## src/rtl/control_unit_multicycle.sv

```systemverilog
// control_unit_multicycle: Moore FSM sequencing fetch/decode/execute/memory/writeback for a multi-cycle RV32I core
module control_unit_multicycle #(
  parameter int unsigned CNT_W           = 32,
  parameter int unsigned ALUOP_W         = 3,
  parameter int unsigned IMM_SRC_W       = 3,
  parameter bit          TRAP_ON_ILLEGAL = 1'b1
) (
  input  logic                 clk,
  input  logic                 rst,
  input  logic [6:0]           opcode,
  input  logic [2:0]           funct3,
  input  logic                 zero,
  input  logic                 alu_lt,
  input  logic                 mem_ready,
  output logic                 pc_write,
  output logic                 ir_write,
  output logic                 reg_write,
  output logic                 mem_read,
  output logic                 mem_write,
  output logic                 adr_src,
  output logic                 branch,
  output logic [1:0]           alu_src_a,
  output logic [1:0]           alu_src_b,
  output logic [1:0]           result_src,
  output logic [ALUOP_W-1:0]   alu_op,
  output logic [IMM_SRC_W-1:0] imm_src,
  output logic                 halt,
  output logic                 illegal,
  output logic [CNT_W-1:0]     instret
);
  typedef enum logic [4:0] {
    FETCH, DECODE, MEMADR, MEMRD, MEMWB, MEMWR, EXECR, EXECI, ALUWB,
    BRANCH, JAL, JALR, LINK, LUI, AUIPC, HALT, TRAP
  } state_t;
  localparam state_t ILL_NEXT = TRAP_ON_ILLEGAL ? TRAP : FETCH;
  state_t state, nxt, dec;
  logic unk, bad_br, taken, retire, pcw, irw, rw, mw;
  logic [2:0] op, imm;
  assign bad_br = funct3[2:1] == 2'b01;
  assign taken  = funct3[2] ? (alu_lt ^ funct3[0]) : (zero ^ funct3[0]);
  assign unk    = dec == TRAP;
  assign retire = state == MEMWB || state == ALUWB || (state == BRANCH && !bad_br) || (state == MEMWR && mem_ready);
  always_ff @(posedge clk) begin
    if (rst) begin
      state   <= FETCH;
      instret <= '0;
    end else begin
      state   <= nxt;
      instret <= retire ? instret + CNT_W'(1) : instret;
    end
  end
  // TRAP doubles as the "no match" sentinel from the opcode decoder
  always_comb begin
    dec = TRAP;
    case (opcode)
      7'b0000011, 7'b0100011: dec = MEMADR;
      7'b0110011: dec = EXECR;
      7'b0010011: dec = EXECI;
      7'b1100011: dec = BRANCH;
      7'b1101111: dec = JAL;
      7'b1100111: dec = JALR;
      7'b0110111: dec = LUI;
      7'b0010111: dec = AUIPC;
      7'b1110011: dec = HALT;
      default:    dec = TRAP;
    endcase
    case (state)
      FETCH:                         nxt = mem_ready ? DECODE : FETCH;
      DECODE:                        nxt = unk ? ILL_NEXT : dec;
      MEMADR:                        nxt = opcode[5] ? MEMWR : MEMRD;
      MEMRD:                         nxt = mem_ready ? MEMWB : MEMRD;
      MEMWR:                         nxt = mem_ready ? FETCH : MEMWR;
      EXECR, EXECI, LINK, LUI, AUIPC: nxt = ALUWB;
      BRANCH:                        nxt = bad_br ? ILL_NEXT : FETCH;
      JAL, JALR:                     nxt = LINK;
      HALT:                          nxt = HALT;
      TRAP:                          nxt = TRAP;
      default:                       nxt = FETCH;
    endcase
  end
  always_comb begin
    mem_read   = 1'b0;
    adr_src    = 1'b0;
    branch     = 1'b0;
    halt       = 1'b0;
    illegal    = 1'b0;
    alu_src_a  = 2'b00;
    alu_src_b  = 2'b00;
    result_src = 2'b00;
    op         = 3'b000;
    imm        = 3'b000;
    pcw        = 1'b0;
    irw        = 1'b0;
    rw         = 1'b0;
    mw         = 1'b0;
    case (state)
      FETCH: begin
        mem_read = 1'b1; alu_src_b = 2'b10; op = 3'b010; result_src = 2'b10;
        irw = mem_ready; pcw = mem_ready;
      end
      DECODE: begin
        alu_src_a = 2'b01; alu_src_b = 2'b01; imm = 3'b010; op = 3'b010; illegal = unk;
      end
      MEMADR: begin
        alu_src_a = 2'b10; alu_src_b = 2'b01; op = 3'b010; imm = opcode[5] ? 3'b001 : 3'b000;
      end
      MEMRD:  begin adr_src = 1'b1; mem_read = 1'b1; end
      MEMWB:  begin result_src = 2'b01; rw = 1'b1; end
      MEMWR:  begin adr_src = 1'b1; mw = 1'b1; end
      EXECR:  alu_src_a = 2'b10;
      EXECI:  begin alu_src_a = 2'b10; alu_src_b = 2'b01; op = 3'b001; end
      ALUWB:  rw = 1'b1;
      BRANCH: begin
        alu_src_a = 2'b10; op = 3'b100; branch = 1'b1;
        pcw = taken && !bad_br; illegal = bad_br;
      end
      JAL: begin
        alu_src_a = 2'b01; alu_src_b = 2'b01; imm = 3'b011; op = 3'b101; result_src = 2'b10; pcw = 1'b1;
      end
      JALR: begin
        alu_src_a = 2'b10; alu_src_b = 2'b01; op = 3'b101; result_src = 2'b10; pcw = 1'b1;
      end
      LINK:   begin alu_src_a = 2'b01; alu_src_b = 2'b10; op = 3'b010; end
      LUI:    begin alu_src_a = 2'b11; alu_src_b = 2'b01; imm = 3'b100; op = 3'b110; end
      AUIPC:  begin alu_src_a = 2'b01; alu_src_b = 2'b01; imm = 3'b100; op = 3'b110; end
      HALT:   halt = 1'b1;
      TRAP:   begin halt = 1'b1; illegal = 1'b1; end
      default: ;
    endcase
  end
  // writes are suppressed for the whole reset cycle so nothing half-completes
  assign pc_write  = pcw && !rst;
  assign ir_write  = irw && !rst;
  assign reg_write = rw && !rst;
  assign mem_write = mw && !rst;
  assign alu_op    = ALUOP_W'(op);
  assign imm_src   = IMM_SRC_W'(imm);
endmodule

```

## config.mk

```make
export PLATFORM = sky130hd
export DESIGN_NAME = control_unit_multicycle
export DESIGN_NICKNAME = d
export VERILOG_FILES = /design/src/rtl/control_unit_multicycle.sv
export SDC_FILE = /design/constraint.sdc
export NUM_CORES = 1
export LEC_CHECK = 0
export CORE_ASPECT_RATIO = 1.1
export CORE_UTILIZATION = 48
export CTS_CLUSTER_SIZE = 16
export DETAILED_ROUTE_END_ITERATION = 10
export PLACE_DENSITY = 0.84
export SETUP_SLACK_MARGIN = 0.3
export SLEW_MARGIN = 20
export SYNTH_ARGS = -nofsm -noshare
export SYNTH_HDL_FRONTEND = slang
export SYNTH_SLANG_ARGS = --single-unit
export TNS_END_PERCENT = 10
```

## constraint.sdc

```tcl
create_clock -name clk -period 2.3 [get_ports clk]
set_input_delay 0.23 -clock clk [delete_from_list [all_inputs] [get_ports clk]]
set_output_delay 0.23 -clock clk [all_outputs]
set_load 0.02 [all_outputs]
```

-- After elaboration in Yosys (flattened, before gate mapping)
Cells that the tools add are included.
Widths: inputs -> output; s select.
- add/sub/neg operators: 1
- multipliers: 0
- div/mod/pow operators: 0
- magnitude comparators: 0
- eq/ne operators: 28
- shift operators: 0
- multiplexer cells: 24
- bitwise gates (word level): 2
- reductions and logical operators: 27
- operators with widths (cell ; number):
    $pmux 5 s10 ; 1
    $pmux 5 s9 ; 1
    $eq 5x4->1 const B ; 8
    $add 32x1->32 const B ; 1
    $eq 7x7->1 const B ; 4
    $eq 7x6->1 const B ; 3
    $eq 5x3->1 const B ; 4
    $reduce_or 2->1 ; 8
    $pmux 3 s5 ; 1
    $eq 7x5->1 const B ; 2
    $pmux 3 s4 ; 1
    $eq 5x2->1 const B ; 2
    $eq 5x5->1 const B ; 2
    $mux 1 ; 10
    $mux 5 ; 2
    $reduce_or 5->1 ; 2
    $mux 3 ; 3
    $pmux 2 s2 ; 2
    $reduce_or 4->1 ; 2
    $eq 7x2->1 const B ; 1
    $logic_and 1x1->1 ; 7
    $reduce_or 7->1 ; 1
    $pmux 1 s3 ; 2
    $pmux 2 s3 ; 1
    other kinds (7) ; 11
- register bits: 37
- latch bits: 0
- memory bits (writable): 0
- ROM bits: 0
- bits of input ports: 15
- output and inout port bits: 53
- word-level logic and storage cells: 84
- memories kept: 0

-- Depth between registers and ports, before layout
- depth in word-level cells: 6
- gate-level depth with buffers: 8
- gate-level depth less buffers: 6

-- Least setup slack after synthesis
Ideal clock, no wire load.
- path type: flip-flop to output port
- start: register state[3]
- end: output imm_src[0]
- data arrival time: 1963 ps
- required time: 2070 ps
- path slack: 107 ps
- cell stages (with the launch flop): 5
- buffers on the path: 2
- cell sequence: dfxtp_1 > buf_2 > clkbuf_1 > inv_1 > a2111oi_0
- longest elaborated chain between the ends: 3
- elaborated cells on any way between the ends: 7
- classes of those cells: eq/ne: 5; mux: 1; reduce/logical: 1
- ends and longest elaborated chain (element ; RTL line ; RTL):
    from (decl) ; 36 ; state_t state, nxt, dec;
    from (signal assigned) ; 48 ; state <= nxt;
    $eq 5x4->1 ; 96 ; case (state)
    $reduce_or 2->1 (no line) ; - ;
    $pmux 3 s4 (*) ; 96 ;
    to (decl) ; 26 ; output logic [IMM_SRC_W-1:0] imm_src,
Mark *: on every way between the ends. The rest lies on a longest branch, timed or not.

-- Worst setup path after layout
- start: register state[0]
- end: register instret[26]
- longest elaborated chain between the ends: 4
- elaborated cells on any way between the ends: 9
- classes of those cells: eq/ne: 4; reduce/logical: 5
- ends and longest elaborated chain (element ; RTL line ; RTL):
    $eq 5x3->1 / $eq 5x4->1 (equally long branches) ; 42 ; assign retire = state == MEMWB || state == ALUWB || (state == BRANCH && !bad_br) || (state == MEMWR && mem_rea ...
    $logic_or 1x1->1 / $logic_and 1x1->1 (equally long branches) ; 42 ;
    $logic_or 1x1->1 ; 42 ;
    $logic_or 1x1->1 (*) ; 42 ;
    to (signal assigned) ; 49 ; instret <= retire ? instret + CNT_W'(1) : instret;
    to (decl) ; 29 ; output logic [CNT_W-1:0] instret
Marked as above.
A chain may end at the register's enable or synchronous reset.

==> results.cfg <==
[die]
core-area_um2 = 4680
die-width_um = 68.6
row_count = 26
io_pins = 68
die_h_um = 75.3
start_util_pct = 50.1
die_area_um2 = 5170

[clock_tree]
clock_sinks = 37
cts_max_path_buffers = 2
numCtsBuffers = 5
post_cts_hold_buffer_count = 0
cts.reportedPaths.clkPinSlew_ns = 0.07
htree_levels = 2
cts_tree = yes
root_buffer_cell = sky130_fd_sc_hd__clkbuf_8
clk-insertion-delay-late_ns = 0.28

[critical_path]
critPathLaunch = state[0]
worst_ep_required_time_ns = 2.52
worst-path-max-fanout = 16
crit_type = reg2reg
timing.rr.start = state[0]
arrival_ns = 2.28
setup.worst_path.start_class = flip-flop
setup.worst_path.end_class = flip-flop

[synthesis]
synth_ff_type = sky130_fd_sc_hd__dfxtp_1
number_of_instances_in_the_synthesized_netlist = 318
ys.warnings.count = 0
mappedNetlistArea_um2 = 2340
ys_seq_elements = 37
synth.net_count = 334
yosysUniqueCellTypes = 54
synth_enable_flop_cells = 0
synth-async-reset-ratio_pct = 0
seq_area_frac_synth_pct = 31.6
synth_area_per_cell_um2 = 7.37

[layout]
final_cell_mix = sky130_fd_sc_hd__clkdlybuf4s50_1, sky130_fd_sc_hd__a21oi_1, sky130_fd_sc_hd__nor2_1, sky130_fd_sc_hd__dfxtp_1, sky130_fd_sc_hd__buf_4
net_total_in_the_final_layout = 421
antenna-diode-count = 0
mostFrequentLayoutCell = sky130_fd_sc_hd__clkdlybuf4s50_1
layout.cells.non_filler = 461
drive_gt1_share_pct = 19.0
finish.utilization_pct = 74.3
area_delta_synth_final_pct = 48.5
design_area_um2 = 3480
number_of_fill_cells = 366

[power]
pwr_density_cell_nw_per_um2 = 387
cellLeakagePower_nw = 1.39
vdd_ir_max_v = 0.000281
power_mw = 1.35

[timing]
max_slew.worst_pin.slew_ns = 0.426
final_worst_setup_slack_ns = 0.237
setup_viol = 0
slew_limit_headroom_pct = 71.5
setup_tns_ns = 0
fin_skew_ns = 0.0118
fin_crit_ns = 2.06
post-route-period-util_pct = 89.7
fmaxAchievable_mhz = 485
final_max_slew_viol_count = 0
rsz0062_at_grt = yes
hold_violations = 0
hold_slack_ns = 0.504

[min_path]
path_type_of_the_worst_min_delay_path = reg2reg
holdCritStartpoint = instret[26]

[grt]
grt_overflow_total = 0
number_of_antenna_violations_at_the_first_check_in_global_routing = 0
grt_pass1_wl_mm = 10.4
track_usage_pct = 26.0
grt_pass1_vias = 2394
largest_net_degree_at_the_start_of_global_routing = 33

[drt]
routed-via-count = 2706
drt-pass1-iter-count = 4
routed_wire_length_per_instance_um = 14.4
drc = 0
detail_route.iter0.violations = 137
wirelength_mm = 6.65
drt-vias-per-instance = 5.87
drtAntennaViolNets = 0

[placed_design]
preCtsSetupSlack_ns = 0.0120
port-buffer-count = 67
gp_congestion = 0.873
dpl.hpwl_mm = 4.69
place.detailed.instances = 451
postPlaceCellArea_um2 = 3230

[run]
max_cap_viol_count = 0

[outcome]
outcome = complete, no violations
-- final timing paths --
| check | cells past startpoint | slack, ns | end |
|---|---|---|---|
| worst max-delay path | 8 | 0.24 | instret[26] |
| worst min-delay path | 2 | 0.50 | instret[26] |
| worst max register to register | 8 | 0.24 | instret[26] |
| worst min register to register | 2 | 0.50 | instret[26] |
-- where the power goes --
part           internal [mW]  total, mW  switching, mW
Sequential             0.644      0.650        0.00623
Combinational          0.115      0.248          0.134
Clock                  0.237      0.449          0.212
-- critical path: stages (launching register included) --
cell and delay [ns]:
sky130_fd_sc_hd__dfxtp_1 0.33, sky130_fd_sc_hd__buf_4 0.20, sky130_fd_sc_hd__nor3_1 0.22, sky130_fd_sc_hd__a22o_2 0.25, sky130_fd_sc_hd__buf_8 0.16, sky130_fd_sc_hd__o2111ai_1 0.14
sky130_fd_sc_hd__buf_4 0.21, sky130_fd_sc_hd__or3_1 0.35, sky130_fd_sc_hd__a21oi_1 0.14
-- state kept, by name (all words and copies together), names as in the netlist --
register / count
instret: 32
state: 5
-- area by class of cell --
cell class	count	area, um^2	share of cell area, %
flip-flops and latches	37	746	21.4
repair buffers	101	955	27.4
inverters	12	45.0	1.29
clock inverters	1	7.51	0.216
well taps	56	70.1	2.01
multi-input cells	248	1580	45.3
clock buffers	6	82.6	2.37
-- cell families after synthesis --
kind of cell	count (synthesis)	share of synthesized area (%)
flops	37	31.6
simple gates	131	29.8
mux	2	0.854
compound gates	96	24.8
buf+inv	33	5.76
xor+xnor	18	6.72
fa+ha+maj	1	0.534
-- per-layer routing --
layer  global-route usage, %  up-vias  wire length (um)
met5                       0        -                 0
met4                    10.2        0               112
met3                    3.74       16               231
met2                    44.8       73              3460
met1                    32.3     1291              2850
li1                        -     1326                 -
-- synthesized netlist by cell type, types with 8 or more instances --
library cell | count | area [um^2]
sky130_fd_sc_hd__a21oi_1 | 39 | 195
sky130_fd_sc_hd__nor2_1 | 35 | 131
sky130_fd_sc_hd__nand2_1 | 25 | 93.8
sky130_fd_sc_hd__inv_1 | 12 | 45.0
sky130_fd_sc_hd__xor2_1 | 14 | 123
sky130_fd_sc_hd__clkbuf_1 | 15 | 56.3
sky130_fd_sc_hd__nand3_1 | 8 | 40.0
sky130_fd_sc_hd__o21ai_0 | 24 | 120
sky130_fd_sc_hd__dfxtp_1 | 37 | 741
sky130_fd_sc_hd__or3_1 | 16 | 100
sky130_fd_sc_hd__nor3_1 | 11 | 55.1
sky130_fd_sc_hd__o2111ai_1 | 9 | 78.8
-- what timing repair did --
item,in CTS,in global routing
pin swaps,0,8
gates cloned,0,0
setup buffers,0,3
resized for setup,14,59
setup endpoints to repair,34,40
Power figures use the tool's default switching activity.
